`src/rtl/huc_bus_arbiter.sv`:
```
// Two-port arbiter and sequencer in front of the shared single-port memory.
// Fixed CPU priority with a starvation guard, address decode and per-region wait states.
module huc_bus_arbiter #(
  parameter int unsigned ROM_WAIT  = 0,
  parameter int unsigned RAM_WAIT  = 0,
  parameter int unsigned IO_WAIT   = 1,
  parameter int unsigned MAX_STALL = 4
) (
  input  logic        clk,
  input  logic        RESET_n,
  input  logic        p0_req,
  input  logic        p1_req,
  input  logic        p0_we,
  input  logic        p1_we,
  input  logic [20:0] p0_addr,
  input  logic [20:0] p1_addr,
  input  logic [7:0]  p0_wdata,
  input  logic [7:0]  p1_wdata,
  output logic [7:0]  p0_rdata,
  output logic [7:0]  p1_rdata,
  output logic        p0_ack,
  output logic        p1_ack,
  output logic [20:0] mem_addr,
  output logic [7:0]  mem_din,
  input  logic [7:0]  mem_dout,
  output logic        mem_re,
  output logic        mem_we,
  output logic        CE_n,
  output logic        CER_n,
  output logic        CE7_n
);

  typedef enum logic [1:0] {StIdle, StIssue, StCapt, StWait} state_e;
  typedef enum logic [1:0] {RgnRom, RgnRam, RgnIo, RgnOpen} region_e;

  function automatic region_e decode(input logic [20:0] a);
    if (a < 21'h100000) begin
      return RgnRom;
    end else if (a >= 21'h1F0000 && a <= 21'h1F7FFF) begin
      return RgnRam;
    end else if (a >= 21'h1FE000) begin
      return RgnIo;
    end
    return RgnOpen;
  endfunction

  function automatic logic [3:0] region_wait(input region_e r);
    case (r)
      RgnRom:  return 4'(ROM_WAIT);
      RgnRam:  return 4'(RAM_WAIT);
      RgnIo:   return 4'(IO_WAIT);
      default: return 4'd0;
    endcase
  endfunction

  state_e      state_q, state_d;
  region_e     region_q, region_d;
  logic        owner_q, owner_d;
  logic        txn_we_q, txn_we_d;
  logic [20:0] addr_q, addr_d;
  logic [7:0]  din_q, din_d;
  logic [3:0]  wcnt_q, wcnt_d;
  logic [3:0]  stall_cnt_q, stall_cnt_d;
  logic [7:0]  p0_rdata_q, p0_rdata_d;
  logic [7:0]  p1_rdata_q, p1_rdata_d;
  logic        p0_ack_q, p0_ack_d;
  logic        p1_ack_q, p1_ack_d;
  logic        mem_re_q, mem_re_d;
  logic        mem_we_q, mem_we_d;
  logic        ce_n_q, ce_n_d;
  logic        cer_n_q, cer_n_d;
  logic        ce7_n_q, ce7_n_d;

  logic        grant_p0, grant_p1;
  logic [20:0] sel_addr;
  region_e     sel_region;
  logic [7:0]  rd_byte;

  // Port 1 is forced through once it has lost MAX_STALL arbitrations in a row.
  always_comb begin
    grant_p0   = p0_req && !(p1_req && (stall_cnt_q == 4'(MAX_STALL)));
    grant_p1   = p1_req && !grant_p0;
    sel_addr   = grant_p1 ? p1_addr : p0_addr;
    sel_region = decode(sel_addr);
    rd_byte    = (region_q == RgnOpen) ? 8'hFF : mem_dout;
  end

  always_comb begin
    state_d     = state_q;
    region_d    = region_q;
    owner_d     = owner_q;
    txn_we_d    = txn_we_q;
    addr_d      = addr_q;
    din_d       = din_q;
    wcnt_d      = wcnt_q;
    stall_cnt_d = stall_cnt_q;
    p0_rdata_d  = p0_rdata_q;
    p1_rdata_d  = p1_rdata_q;
    p0_ack_d    = 1'b0;
    p1_ack_d    = 1'b0;
    mem_re_d    = 1'b0;
    mem_we_d    = 1'b0;
    ce_n_d      = 1'b1;
    cer_n_d     = 1'b1;
    ce7_n_d     = 1'b1;

    case (state_q)
      StIdle: begin
        if (grant_p0 || grant_p1) begin
          owner_d  = grant_p1;
          txn_we_d = grant_p1 ? p1_we : p0_we;
          addr_d   = sel_addr;
          din_d    = grant_p1 ? p1_wdata : p0_wdata;
          region_d = sel_region;
          wcnt_d   = region_wait(sel_region);
          state_d  = StIssue;
          // Strobes/selects are registered here so they are clean for the whole ISSUE cycle.
          if (sel_region != RgnOpen) begin
            mem_re_d = !txn_we_d;
            mem_we_d = txn_we_d;
          end
          ce_n_d  = (sel_region != RgnRom);
          cer_n_d = (sel_region != RgnRam);
          ce7_n_d = (sel_region != RgnIo);
          if (grant_p1) begin
            stall_cnt_d = 4'd0;
          end else if (p1_req && (stall_cnt_q < 4'(MAX_STALL))) begin
            stall_cnt_d = stall_cnt_q + 4'd1;
          end
        end
      end
      StIssue: begin
        state_d = StCapt;
      end
      StCapt: begin
        if (!txn_we_q) begin
          if (owner_q) begin
            p1_rdata_d = rd_byte;
          end else begin
            p0_rdata_d = rd_byte;
          end
        end
        if (wcnt_q == 4'd0) begin
          p0_ack_d = !owner_q;
          p1_ack_d = owner_q;
          state_d  = StIdle;
        end else begin
          state_d = StWait;
        end
      end
      StWait: begin
        wcnt_d = wcnt_q - 4'd1;
        if (wcnt_q <= 4'd1) begin
          wcnt_d   = 4'd0;
          p0_ack_d = !owner_q;
          p1_ack_d = owner_q;
          state_d  = StIdle;
        end
      end
      default: begin
        state_d = StIdle;
      end
    endcase
  end

  always_ff @(posedge clk or negedge RESET_n) begin
    if (!RESET_n) begin
      state_q     <= StIdle;
      region_q    <= RgnOpen;
      owner_q     <= 1'b0;
      txn_we_q    <= 1'b0;
      addr_q      <= 21'd0;
      din_q       <= 8'd0;
      wcnt_q      <= 4'd0;
      stall_cnt_q <= 4'd0;
      p0_rdata_q  <= 8'd0;
      p1_rdata_q  <= 8'd0;
      p0_ack_q    <= 1'b0;
      p1_ack_q    <= 1'b0;
      mem_re_q    <= 1'b0;
      mem_we_q    <= 1'b0;
      ce_n_q      <= 1'b1;
      cer_n_q     <= 1'b1;
      ce7_n_q     <= 1'b1;
    end else begin
      state_q     <= state_d;
      region_q    <= region_d;
      owner_q     <= owner_d;
      txn_we_q    <= txn_we_d;
      addr_q      <= addr_d;
      din_q       <= din_d;
      wcnt_q      <= wcnt_d;
      stall_cnt_q <= stall_cnt_d;
      p0_rdata_q  <= p0_rdata_d;
      p1_rdata_q  <= p1_rdata_d;
      p0_ack_q    <= p0_ack_d;
      p1_ack_q    <= p1_ack_d;
      mem_re_q    <= mem_re_d;
      mem_we_q    <= mem_we_d;
      ce_n_q      <= ce_n_d;
      cer_n_q     <= cer_n_d;
      ce7_n_q     <= ce7_n_d;
    end
  end

  assign p0_rdata = p0_rdata_q;
  assign p1_rdata = p1_rdata_q;
  assign p0_ack   = p0_ack_q;
  assign p1_ack   = p1_ack_q;
  assign mem_addr = addr_q;
  assign mem_din  = din_q;
  assign mem_re   = mem_re_q;
  assign mem_we   = mem_we_q;
  assign CE_n     = ce_n_q;
  assign CER_n    = cer_n_q;
  assign CE7_n    = ce7_n_q;

endmodule
```
`config.mk`:
```
export PLATFORM = sky130hd
export DESIGN_NAME = huc_bus_arbiter
export DESIGN_NICKNAME = d
export VERILOG_FILES = /design/src/rtl/huc_bus_arbiter.sv
export SDC_FILE = /design/constraint.sdc
export NUM_CORES = 1
export LEC_CHECK = 0
export CAP_MARGIN = 25
export CORE_ASPECT_RATIO = 1.5
export CORE_MARGIN = 8
export CORE_UTILIZATION = 46
export DETAILED_ROUTE_END_ITERATION = 10
export PLACE_DENSITY = 0.91
export SETUP_SLACK_MARGIN = 0.2
export SLEW_MARGIN = 10
export SYNTH_ARGS = -nofsm -noshare
export SYNTH_HDL_FRONTEND = slang
export SYNTH_SLANG_ARGS = --single-unit
```
`constraint.sdc`:
```
create_clock -name clk -period 4.1 [get_ports clk]
set_input_delay 0.41 -clock clk [delete_from_list [all_inputs] [get_ports clk]]
set_output_delay 0.41 -clock clk [all_outputs]
set_load 0.01 [all_outputs]
```
# Word level (Yosys, flattened, before mapping)
# Cells that the tools add are included.
# word_totals
regBits,66
latch_bits,0
mem_bits_rw,0
rom_bits,0
inputBits,72
out_inout_bits,52
word_cells,98
n_memories,0
# classes
n_addsub,2
mul,0
div,0
n_lt_le_gt_ge,6
n_eq_ne,11
shift,0
mux,39
n_bitwise,2
reduce_logical,21
# ops
cell,n
$ge A21 B21 Y1 const B,2
$le A21 B21 Y1 const B,1
$lt A21 B21 Y1 const B,1
$mux W1,21
$mux W21,1
$mux W4,4
$mux W8,2
$mux W2,7
$reduce_and A3 Y1,3
$eq A2 B2 Y1 const B,4
$ne A2 B2 Y1 const B,4
$pmux W2 S4,1
$pmux W4 S2,1
$reduce_and A2 Y1,3
$reduce_bool A2 Y1,3
$logic_and A1 B1 Y1,5
$add A4 B1 Y4 const B,1
$eq A4 B3 Y1 const B,1
$le A4 B1 Y1 const B,1
$logic_not A1 Y1,4
$logic_not A4 Y1,1
$lt A4 B3 Y1 const B,1
$pmux W1 S2,2
$sub A4 B1 Y4 const B,1
other kinds (5),6

# Logic depth before layout (Yosys ltp)
# depth
depth_word,16
ltp_mapped,8
depth_no_buf,6

# Worst setup path after synthesis
# Ideal clock, no wire load.
# synth_path
path_kind,register -> register
startpoint,reg stall_cnt_q[0]
endpoint,"reg mem_we_q, in the netlist mem_we"
setup_ps,144
arrival_ps,1478
required_time_ps,3956
slack_ps,2478
path_stages_with_launch,9
path_buffers,2
synth_period_minus_slack_ps,1622
cell_sequence,dfrtp_1 > inv_1 > ha_1 > and4b_1 > or2_1 > buf_4 > buf_4 > nand3_1 > a21oi_1
# synth_via
elab_chain_cells,16
elab_cells_between_ends,24
classes_between,4 x order compare; 2 x eq/ne; 11 x mux; 7 x reduce/logical
# synth_lines
element,line,source
start: declaration,63,"logic [3:0] stall_cnt_q, stall_cnt_d;"
start signal: assignment,193,stall_cnt_q <= stall_cnt_d;
$eq A4 B3 Y1 *,81,grant_p0 = p0_req && !(p1_req && (stall_cnt_q == 4'(MAX_STALL)));
$logic_and A1 B1 Y1 *,81,
$logic_not A1 Y1 *,81,
$logic_and A1 B1 Y1 *,81,
$logic_not A1 Y1,82,grant_p1 = p1_req && !grant_p0;
$logic_and A1 B1 Y1,82,
$mux W21,83,sel_addr = grant_p1 ? p1_addr : p0_addr;
$ge A21 B21 Y1 (tied with other cells),41,end else if (a >= 21'h1FE000) begin
$mux W1 / $logic_and A1 B1 Y1 (equally long branches),"41, 39",
$mux W1 / $mux W2 (equally long branches),39,end else if (a >= 21'h1F0000 && a <= 21'h1F7FFF) begin
$mux W1 / $mux W2 (equally long branches),37,if (a < 21'h100000) begin
$mux W2,44,return RgnOpen;
$ne A2 B2 Y1,118,if (sel_region != RgnOpen) begin
$mux W1,118,
$mux W1 *,109,if (grant_p0 || grant_p1) begin
$mux W1 *,107,case (state_q)
via mem_we_d,69,"logic mem_we_q, mem_we_d;"
end signal: assignment,199,mem_we_q <= mem_we_d;
end: declaration,69,
# Mark *: on every way through the listed nets, which the timed path passes. The rest lies on a longest branch.
# A chain may end at the register's enable or synchronous reset.

# Final worst setup path
# layout_path
startpoint,in p1_req
endpoint,reg region_q[1]
# layout_via
elab_chain_cells,11
elab_cells_between_ends,19
classes_between,4 x order compare; 7 x mux; 8 x reduce/logical
# layout_lines
element,line,source
start: declaration,12,"input logic p1_req,"
$logic_and A1 B1 Y1,81,
$logic_not A1 Y1,81,
$logic_and A1 B1 Y1,81,
$logic_not A1 Y1,82,
$logic_and A1 B1 Y1,82,
$mux W21,83,
$ge A21 B21 Y1 (tied with other cells),41,
$mux W1 / $logic_and A1 B1 Y1 (equally long branches),"41, 39",
$mux W1 / $mux W2 (equally long branches),39,
$mux W1 / $mux W2 (equally long branches),37,
$mux W2,44,
end signal: assignment,169,region_q <= RgnOpen;
end signal: assignment,187,region_q <= region_d;
end: declaration,57,"region_e region_q, region_d;"
# Parallel ways exist; a longest one is shown, timed or not.

==> results.md <==
- Total grt overflow: 0
- Die height: 115 um
- Syn_nets: a little over 400
- Slew Limit Fails: 0
- WL per Instance: 16.4 um
- IO buf count: 123
- Startpoint types: input port
- Rows: 36
- Seq pwr share: 36.5%
- Most common cell after layout, fill and taps aside: clkdlybuf4s50_1
- FF/Latch Area: roughly 1700 um^2
- Setup CP Type: input port to flip-flop
- CTS tree: done
- Worst EP required: 4370 ps
- Max Buffers Root-to-Sink: 2
- Max rail drop VDD: between 300 and 400 uV
- Layout Cells excl Fill: 527
- Clk sinks: 66
- Register area share after synthesis: 55.0%
- Avg Synthesized Cell Area: 9.23 um^2
- Unrepaired setup endpoints after global routing: no
- Critical Path Fanout Max: 20
- Distinct cell type count after synthesis: 42
- PwrDens: slightly below 700 nW/um^2
- Worst slew pin tran: 789 ps
- Design Power: 3050 uW
- Sw power: between 1000 and 1500 uW
- Yosys warning total: 0
- Initial DRC count: 243
- Minimum clock period: 2310 ps
- Data arrival, critical path: 2580 ps
- Post-Place Cells: 510
- LEAKAGE: 0.00187 uW
- Core area: 6440 um^2
- Setup bufs post-CTS: 0
- Die Area: 9460 um^2
- Fin Clk Skew: 6.22 ps
- DP Wirelength: 6.47 mm
- Gate power share: between 40 and 50%
- Filler instances: 513
- DRT Pass-1 Iters: 4
- Final net count: roughly 520
- Initial core utilization: 46.8%
- Area grow syn2layout: 48.8%
- Slew headroom: approximately 47%
- Total negative setup slack: 0 ps
- Total wire length: between 8 and 9 mm
- Post-CTS Resized: 0
- First-pass GRT wire length: 14.1 mm
- Worst setup EP type: flip-flop
- Max Clk Rate: 433 MHz
- MaxCap Viol Count: 0
- Cells after Synth: 327
- Clk pin slew, worst setup/hold paths: 80 ps
- Outcome: complete, no violations
- Final worst path period share: 56.3%
- Yosys reg bits: 66
- Total GRT Usage: a little under a fifth
- HP Class: input port to asynchronous set/reset pin
- Ant diodes: 0
- Highest-count cells in the layout ignoring fill and taps: clkdlybuf4s50_1 (122), nand2_1 (65), dfrtp_1 (61)
- Layout cells sized above 1: 7.10%
- Remaining antenna violation count: 0
- Die Wd: 82.1 um
- Antenna violations before repair: 0
- Hold buffer count at CTS: 0
- Htree depth: 3
- Multi-input logic area: ~1200 um^2
- Root Buffer: clkbuf_8
- Clock Latency Late Sink: around 340 ps
- Final hold vios: 0
- Vias in the first global route: 2953
- Drt drc: 0
- Total number of vias: 2817
- Post-Syn Area: 3020 um^2
- Sw Ratio: 35.6%
- Setup violations, final: 0
- Ports: 124
- Vias per inst: 5.35
- Clock power share: around 20%
- Post-layout util: 69.7%
- Design internal power: 1960 uW
- Hold Slack: around 140 ps
- Largest net degree at the start of global routing: 63
- CTS Buf Count: 9
- Routability cong.: 0.822
[worst max-delay path, cell delays in order]
cell and delay [ps]:
clkdlybuf4s50_1 580, and4b_1 340, or2_1 540, buf_4 360, a21oi_1 110, a22o_1 240
[final cells by class]
| cell class | count | area share, % |
|---|---|---|
| Sequential cell | 66 | 36.9 |
| Timing Repair Buffer | 127 | 28.3 |
| Multi-Input combinational cell | 237 | 27.4 |
| Clock buffer | 9 | 2.76 |
| Tap cell | 76 | 2.12 |
| Clock inverter | 7 | 2.09 |
| Inverter | 5 | 0.418 |
[cell families (layout without fill, tap and decap cells)]
family | after synthesis | in the layout | share of synthesized area (%)
buffers and inverters | 24 | 148 | 4.31
AOI/OAI and AO/OA | 77 | 77 | 15.7
DFF | 66 | 66 | 55.0
and+or+nand+nor | 155 | 155 | 23.1
adders and majority gates | 4 | 4 | 1.66
muxes | 1 | 1 | 0.332
[power by group through the flow]
stage,Clock (uW),Combinational [uW],Sequential [uW]
floorplan,0,589,1200
global placement,0,1290,1110
detailed placement,0,1330,1120
CTS,606,1340,1110
global route,635,1470,1150
finish,597,1340,1110
[registers in the layout (all words and copies together), names as in the netlist, 2 cells and up]
register and cells:
mem_din 8, p1_rdata 8, region_q 2, state_q 2, mem_addr 21, p0_rdata 8
wcnt_q 4, stall_cnt_q 4
[cells in the mapped netlist, drive strengths merged]
| cell type | instances | area share (%) |
|---|---|---|
| o311ai | 1 | 0.29 |
| clkbuf | 2 | 0.25 |
| nand3 | 7 | 1.2 |
| nand4 | 2 | 0.41 |
| ha | 4 | 1.7 |
| a21boi | 3 | 0.75 |
| nor2 | 61 | 7.7 |
| buf | 17 | 3.4 |
| and4b | 2 | 0.66 |
| and2 | 2 | 0.41 |
| dfrtp | 61 | 51 |
| a32o | 1 | 0.33 |
| nor4 | 3 | 1.1 |
| a31oi | 29 | 6.0 |
| dfstp | 5 | 4.4 |
| a22o | 3 | 0.87 |
| or2 | 1 | 0.21 |
| a31o | 1 | 0.29 |
| nand2 | 65 | 8.1 |
| nand3b | 3 | 0.75 |
| and2b | 1 | 0.25 |
| o21ai | 6 | 1.0 |
| mux2i | 1 | 0.33 |
| a21oi | 27 | 4.5 |
| nor3b | 2 | 0.50 |
| nand2b | 2 | 0.41 |
| o2bb2ai | 1 | 0.29 |
| o21a | 1 | 0.25 |
| and3 | 1 | 0.21 |
| a41o | 1 | 0.33 |
| a41oi | 1 | 0.29 |
| inv | 5 | 0.62 |
| o31ai | 2 | 0.50 |
| nor4b | 1 | 0.79 |
| or4 | 1 | 0.25 |
| nor3 | 1 | 0.17 |
[routing by layer]
layer  wire length [um]  up-vias  GRT usage (%)
met5                  0        -              0
met4                194        0           8.59
met3                791       17           5.48
met2               4250      134           31.2
met1               3410     1299           22.4
li1                   -     1367              -
[per-stage QoR]
stage / area, um^2 / setup WS (ps)
after CTS: 4470 / 1700
after global placement: 4250 / 1510
after floorplan: 3020 / 2480
after detailed placement: 4250 / 1430
final: 4490 / 1790
after global routing: 4490 / 1630
[path summary, 6_finish.rpt]
path	startpoint	end	slack (ps)	cells past startpoint
min in group clk	p0_rdata[1]	p0_rdata[1]	530	2
hold reg to reg	p0_rdata[1]	p0_rdata[1]	530	2
max in group asynchronous	RESET_n	region_q[0]	2990	2
setup / recovery	p1_req	region_q[1]	1790	6
setup reg to reg	stall_cnt_q[0]	region_q[1]	1800	7
hold / removal	RESET_n	wcnt_q[2]	140	1
Note: power is estimated with default switching activity, not from simulation.
